==> src/rtl/hazard_controller_pkg.sv <==
// Shared types for the hazard controller: FSM state encoding and the per-stage
// pipeline-register control bundle.
`ifndef NUM_REGISTERS_LOG2
`define NUM_REGISTERS_LOG2 5
`endif

package hazard_controller_pkg;

  localparam int HZ_REG_BITS = `NUM_REGISTERS_LOG2;

  typedef enum logic [1:0] {
    HZ_RUN,
    HZ_MEM_WAIT,
    HZ_DRAIN,
    HZ_HALTED
  } hz_state_e;

  // Bundle order for one pipeline register: {stall, flush, nop}.
  localparam int PIPE_CTRL_BITS = 3;

  typedef struct packed {
    logic stall;
    logic flush;
    logic nop;
  } pipe_ctrl_t;

  localparam pipe_ctrl_t CTRL_IDLE = '{stall: 1'b0, flush: 1'b0, nop: 1'b0};

endpackage

==> src/rtl/hazard_controller_sat_counter.sv <==
// Up-counter that sticks at MAX; a synchronous clear takes priority over enable.
module sat_counter #(
  parameter int               WIDTH = 32,
  parameter logic [WIDTH-1:0] MAX   = {WIDTH{1'b1}}
) (
  input  logic             clk,
  input  logic             reset,
  input  logic             clear,
  input  logic             en,
  output logic [WIDTH-1:0] count
);

  always_ff @(posedge clk or posedge reset) begin
    if (reset) begin
      count <= '0;
    end else if (clear) begin
      count <= '0;
    end else if (en && (count != MAX)) begin
      count <= count + 1'b1;
    end
  end

endmodule

==> src/rtl/hazard_controller.sv <==
// Pipeline hazard controller: load-use, mispredict and memory-wait handling,
// plus halt/drain handshake and saturating performance counters.
module hazard_controller
  import hazard_controller_pkg::*;
#(
  parameter int REG_BITS     = `NUM_REGISTERS_LOG2,
  parameter int DRAIN_CYCLES = 4,
  parameter int MEM_TIMEOUT  = 255,
  parameter int CNT_BITS     = 32
) (
  input  logic                clk,
  input  logic                reset,
  input  logic [REG_BITS-1:0] id_rs,
  input  logic [REG_BITS-1:0] id_rt,
  input  logic                id_uses_rt,
  input  logic                ex_mem_to_reg,
  input  logic [REG_BITS-1:0] ex_reg_dst,
  input  logic                ex_mispredict,
  input  logic                mem_busy,
  input  logic                halt_req,
  output logic                pc_stall,
  output logic                pc_redirect,
  output logic                if_id_stall,
  output logic                if_id_flush,
  output logic                if_id_nop,
  output logic                id_ex_stall,
  output logic                id_ex_flush,
  output logic                id_ex_nop,
  output logic                ex_mem_stall,
  output logic                ex_mem_flush,
  output logic                ex_mem_nop,
  output logic                mem_wb_stall,
  output logic                mem_wb_flush,
  output logic                mem_wb_nop,
  output logic                halted,
  output logic                mem_timeout_err,
  output logic [CNT_BITS-1:0] stall_count,
  output logic [CNT_BITS-1:0] flush_count
);

  localparam int TO_BITS = $clog2(MEM_TIMEOUT + 1);
  localparam int DR_BITS = $clog2(DRAIN_CYCLES + 1);
  localparam logic [TO_BITS-1:0] TO_MAX    = TO_BITS'(MEM_TIMEOUT);
  localparam logic [TO_BITS-1:0] TO_ARM    = TO_BITS'(MEM_TIMEOUT - 1);
  localparam logic [DR_BITS-1:0] DRAIN_END = DR_BITS'(DRAIN_CYCLES - 1);

  hz_state_e          state;
  logic [DR_BITS-1:0] drain_cnt;
  logic [TO_BITS-1:0] wait_cnt;
  logic               load_use;
  pipe_ctrl_t         if_id, id_ex, ex_mem, mem_wb;

  // Register 0 is hardwired, so a load targeting it never creates a dependency.
  assign load_use = ex_mem_to_reg && (ex_reg_dst != '0) &&
                    ((ex_reg_dst == id_rs) || (id_uses_rt && (ex_reg_dst == id_rt)));

  always_comb begin
    pc_stall    = 1'b0;
    pc_redirect = 1'b0;
    if_id       = CTRL_IDLE;
    id_ex       = CTRL_IDLE;
    ex_mem      = CTRL_IDLE;
    mem_wb      = CTRL_IDLE;
    if (reset) begin
      pc_stall     = 1'b1;
      if_id.flush  = 1'b1;
      id_ex.flush  = 1'b1;
      ex_mem.flush = 1'b1;
      mem_wb.flush = 1'b1;
    end else if (state == HZ_HALTED) begin
      pc_stall   = 1'b1;
      if_id.nop  = 1'b1;
      id_ex.nop  = 1'b1;
      ex_mem.nop = 1'b1;
      mem_wb.nop = 1'b1;
    end else if (mem_busy) begin
      // Holding ID/EX keeps any pending mispredict alive until memory completes.
      pc_stall     = 1'b1;
      if_id.stall  = 1'b1;
      id_ex.stall  = 1'b1;
      ex_mem.stall = 1'b1;
      mem_wb.flush = 1'b1;
    end else if (ex_mispredict) begin
      pc_redirect = 1'b1;
      pc_stall    = (state == HZ_DRAIN);
      if_id.flush = 1'b1;
      id_ex.flush = 1'b1;
    end else if (state == HZ_DRAIN) begin
      pc_stall    = 1'b1;
      if_id.flush = 1'b1;
    end else if (load_use) begin
      pc_stall    = 1'b1;
      if_id.stall = 1'b1;
      id_ex.flush = 1'b1;
    end
  end

  assign {if_id_stall,  if_id_flush,  if_id_nop}  = if_id;
  assign {id_ex_stall,  id_ex_flush,  id_ex_nop}  = id_ex;
  assign {ex_mem_stall, ex_mem_flush, ex_mem_nop} = ex_mem;
  assign {mem_wb_stall, mem_wb_flush, mem_wb_nop} = mem_wb;
  assign halted = (state == HZ_HALTED);

  always_ff @(posedge clk or posedge reset) begin
    if (reset) begin
      state           <= HZ_RUN;
      drain_cnt       <= '0;
      mem_timeout_err <= 1'b0;
    end else begin
      if (mem_busy && (wait_cnt >= TO_ARM)) begin
        mem_timeout_err <= 1'b1;
      end
      case (state)
        HZ_RUN: begin
          if (mem_busy) begin
            state <= HZ_MEM_WAIT;
          end else if (halt_req) begin
            state     <= HZ_DRAIN;
            drain_cnt <= '0;
          end
        end
        HZ_MEM_WAIT: begin
          if (!mem_busy) begin
            state <= HZ_RUN;
          end
        end
        HZ_DRAIN: begin
          // A busy memory freezes the drain count; it resumes once the access completes.
          if (!mem_busy) begin
            if (drain_cnt == DRAIN_END) begin
              state <= HZ_HALTED;
            end else begin
              drain_cnt <= drain_cnt + 1'b1;
            end
          end
        end
        HZ_HALTED: begin
          if (!halt_req) begin
            state <= HZ_RUN;
          end
        end
        default: state <= HZ_RUN;
      endcase
    end
  end

  sat_counter #(.WIDTH(CNT_BITS)) u_stall_count (
    .clk   (clk),
    .reset (reset),
    .clear (1'b0),
    .en    (pc_stall),
    .count (stall_count)
  );

  sat_counter #(.WIDTH(CNT_BITS)) u_flush_count (
    .clk   (clk),
    .reset (reset),
    .clear (1'b0),
    .en    (pc_redirect),
    .count (flush_count)
  );

  sat_counter #(.WIDTH(TO_BITS), .MAX(TO_MAX)) u_wait_count (
    .clk   (clk),
    .reset (reset),
    .clear (!mem_busy),
    .en    (mem_busy),
    .count (wait_cnt)
  );

endmodule
==> config.mk <==
export PLATFORM = sky130hd
export DESIGN_NAME = hazard_controller
export DESIGN_NICKNAME = d
export VERILOG_FILES = /design/src/rtl/hazard_controller_pkg.sv /design/src/rtl/hazard_controller_sat_counter.sv /design/src/rtl/hazard_controller.sv
export SDC_FILE = /design/constraint.sdc
export NUM_CORES = 1
export LEC_CHECK = 0
export BUFFER_PORTS_ARGS = -buffer_cell sky130_fd_sc_hd__buf_2
export CORE_MARGIN = 10
export CORE_UTILIZATION = 45
export DETAILED_ROUTE_END_ITERATION = 8
export GPL_ROUTABILITY_DRIVEN = 1
export PLACE_DENSITY_LB_ADDON = 0.3
export SLEW_MARGIN = 20
export SYNTH_ARGS = -nofsm -noshare
export SYNTH_HDL_FRONTEND = slang
export SYNTH_SLANG_ARGS = --single-unit
==> constraint.sdc <==
create_clock -name clk -period 1.98 [get_ports clk]
set_input_delay 0.099 -clock clk [delete_from_list [all_inputs] [get_ports clk]]
set_output_delay 0.099 -clock clk [all_outputs]
set_load 0.01 [all_outputs]
==> reports/summary.log <==
qor: place.final_estimated_routing_congestion_in_global_placement 0.816
qor: synth.yosys_most_used_dff dfrtp_1
qor: layout.area.growth.synth_to_final 35.1%
qor: synth.netlist_instances 378
qor: min_path.hold-path-cell-count 2
qor: cts.cts.path.max_buffers 2
qor: global_route.grt_antenna_before_repair 0
qor: die.core_region_area 0.00864 sq mm
qor: die.die_y 114 um
qor: synth.syn-mean-instance-area 10.5 sq um
qor: critical_path.reg2reg_depth 7
qor: critical_path.r2r_start u_flush_count.count[11]
qor: synth.ys_warn_count 0
qor: cts.clk_transition_reported_paths 0.08 ns
qor: timing.final_min_period_over_clock_period 95.4%
qor: global_route.number_of_global_route_vias_before_repair 3,450
qor: cts.clock-sinks 78
qor: min_path.min-delay-path-class in2reg
qor: route.detailedRoute.firstPassIterationCount 4
qor: cts.cts_inserted_buffers 9
qor: timing.post-route-worst-setup-slack 0.0912 ns
qor: timing.finalWorstPathRequiredPeriod 1.89 ns
qor: die.floorplan.initialDensity 45.8%
qor: layout.fillers 742
qor: die.std_cell_rows 34
qor: layout.fraction_of_final_layout_cells_with_drive_strength_greater_than_1 38.6%
qor: die.die-area 0.0129 sq mm
qor: timing.final_max_slew_viol_count 0
qor: die.dieWidth 114 um
qor: place.buffer_ports.inserted 100
qor: synth.synth_nets 406
qor: layout.design.final.nets 565
qor: synth.yosys_register_bits 78
qor: critical_path.worst-endpoint-required 2.21 ns
qor: cts.ctsRootBufferMaster clkbuf_8
qor: route.via_per_inst 5.11
qor: route.dr.first_iter.drc_count 112
qor: synth.synth_top_cells_by_area dfrtp_1 (49%), xnor2_1 (11%), xor2_1 (5.8%)
qor: route.route.detailed.wl_per_inst 15.1 um
qor: global_route.grt_first_pass_wirelength 16.5 mm
qor: critical_path.critical_path_arrival 2.12 ns
qor: critical_path.critical_path_class reg2reg
qor: synth.async_flop_share 100%
qor: layout.footprint_of_the_multi_input_gates 0.00202 sq mm
qor: cts.cts_tree done
qor: critical_path.rr_endpoint u_flush_count.count[29]
qor: die.design.portCount 102
qor: min_path.hp-start halt_req
qor: timing.tns 0 ns
qor: layout.commonest_non_fill_non_tap_cell_in_the_layout buf_2
qor: place.dpl_worst_slack -0.110 ns
qor: timing.hold_viol_final 0
qor: route.routed-via-count 3,323
qor: outcome.result_of_the_run complete, no violations
qor: timing.final.setup_skew 0.00883 ns
qor: synth.ys_seq_area_share 49.4%
qor: synth.ys_types 48
qor: timing.remaining_max_slew_budget_at_the_tightest_pin 50.0%
qor: place.place_hpwl 7.44 mm
qor: pwr.pwr_density_cell 796 mW/mm^2
qor: cts.cts_max_level 3
qor: synth.synth_edf_count 0
qor: timing.max_freq 529 MHz
qor: route.drt_drc_violations_left 0
qor: critical_path.critPathLaunchType flop
qor: min_path.worst_hold_path.endpoint state[1]
qor: route.route.final.wire_length 9.80 mm
qor: layout.final_cell_mix buf_2 (100), dfrtp_1 (78), buf_4 (56)
qor: synth.synth_largest_type_area_fraction 49.4%
qor: global_route.globalRouteOverflowTotal 0
qor: pwr.power.static_leakage 2.77 nW
qor: critical_path.critical_path.max_fanout 6
qor: layout.final_cells 650
qor: timing.setup_viol_count_final 0
qor: global_route.grt_max_degree 60
qor: pwr.max-vdd-ir-drop 0.397 mV
qor: synth.syn_area 0.00395 sq mm
qor: cts.insertion_delay 0.35 ns
qor: route.postRouteAntennaNets 0
qor: timing.tightestPinTransition 0.750 ns
qor: job.max-cap-violations 0
qor: synth.synth_top_cell_by_area dfrtp_1
qor: layout.seqCellArea 0.00195 sq mm
qor: global_route.global_route.usage.total 15.3%
qor: critical_path.setup.worst_path.end_class flop
qor: place.place_inst 627
qor: layout.antenna-diode-count 0
qor: critical_path.ff2ff_setup_slack 0.09 ns
[cells in the mapped netlist (all sizes together) (6+ instances only)]
master and n:
dfrtp 78, xnor2 49, nand2 38, nand3 33, xor2 26, nor2 25, nand4 18, inv 15
and3 11, buf 10, nor3 10, and4 8, a21oi 7, nor4 7, ha 6, o21ai 6
[state kept, by name, indices dropped and copies added, names as in the netlist]
signal               cells
drain_cnt                3
mem_timeout_err          1
state                    2
u_flush_count.count     32
u_stall_count.count     32
u_wait_count.count       8
[power breakdown]
part | total, W | internal [W] | switching [W]
clock | 0.00129 | 0.000708 | 0.000577
sequential | 0.00186 | 0.00175 | 0.000110
combinational | 0.00111 | 0.000515 | 0.000592
[critical path, cell delays in order, from the launching register on]
cell and delay, ns:
dfrtp_1 0.35, and3_4 0.22, nand3_4 0.10, nor4b_4 0.32
nand4_1 0.22, a21oi_4 0.26, nand4_1 0.15, xnor2_1 0.15
[kinds of logic (layout without fill, tap and decap cells)]
group	Yosys count	count (layout)	synth area share, %
simple gates	160	160	22.0
other cells	1	1	0.0948
xor+xnor	75	75	16.6
buf+inv	26	190	3.35
compound gates	30	30	6.11
flops	78	78	49.4
mux	2	2	0.538
fa+ha+maj	6	6	1.90
[metal layers]
| metal | vias to the layer above | GRT usage (%) | wire, um |
|---|---|---|---|
| met5 | - | 0 | 0 |
| met3 | 6 | 5.62 | 693 |
| met1 | 1611 | 18.3 | 4090 |
| met4 | 0 | 4.74 | 70 |
| met2 | 73 | 25.0 | 4940 |
| li1 | 1633 | - | - |
[how the worst max path moves through the flow]
stage | from | end | slack [ns] | cells after the start
floorplan | u_flush_count.count[2] | u_flush_count.count[23] | 0.02 | 7
finish | u_flush_count.count[11] | u_flush_count.count[29] | 0.09 | 7
global route | u_flush_count.count[11] | u_flush_count.count[29] | -0.06 | 7
CTS | u_flush_count.count[5] | u_flush_count.count[8] | -0.004 | 9
global placement | ex_reg_dst[3] | u_stall_count.count[14] | -0.04 | 9
detailed placement | ex_reg_dst[3] | u_stall_count.count[3] | -0.11 | 9
[stage by stage]
step | hold WS, ns | utilization [%] | cell area (sq um) | total power, W
after floorplan | 0.232 | - | 3980 | 0.00248
after global placement | 0.242 | 57.2 | 4940 | 0.00294
after detailed placement | 0.250 | 57.2 | 4940 | 0.00298
after CTS | 0.0214 | 60.0 | 5180 | 0.00427
after global routing | 0.0247 | 61.8 | 5340 | 0.00452
final | 0.0294 | 61.8 | 5340 | 0.00425
[area by class of cell]
cell class / count / area share [%]
clock buffers: 10 / 2.39
clock inverters: 6 / 1.57
inverters: 15 / 1.12
multi-input cells: 274 / 37.8
flip-flops and latches: 78 / 36.6
well taps: 108 / 2.53
repair buffers: 159 / 18.0
[what timing repair did]
item	4_1_cts	5_1_grt
resized for setup	3	24
hold buffers	1	0
setup buffers	0	6
pin swaps	0	11
hold endpoints to repair	19	0
setup endpoints to repair	5	29
(Power assumes the default switching activity.)
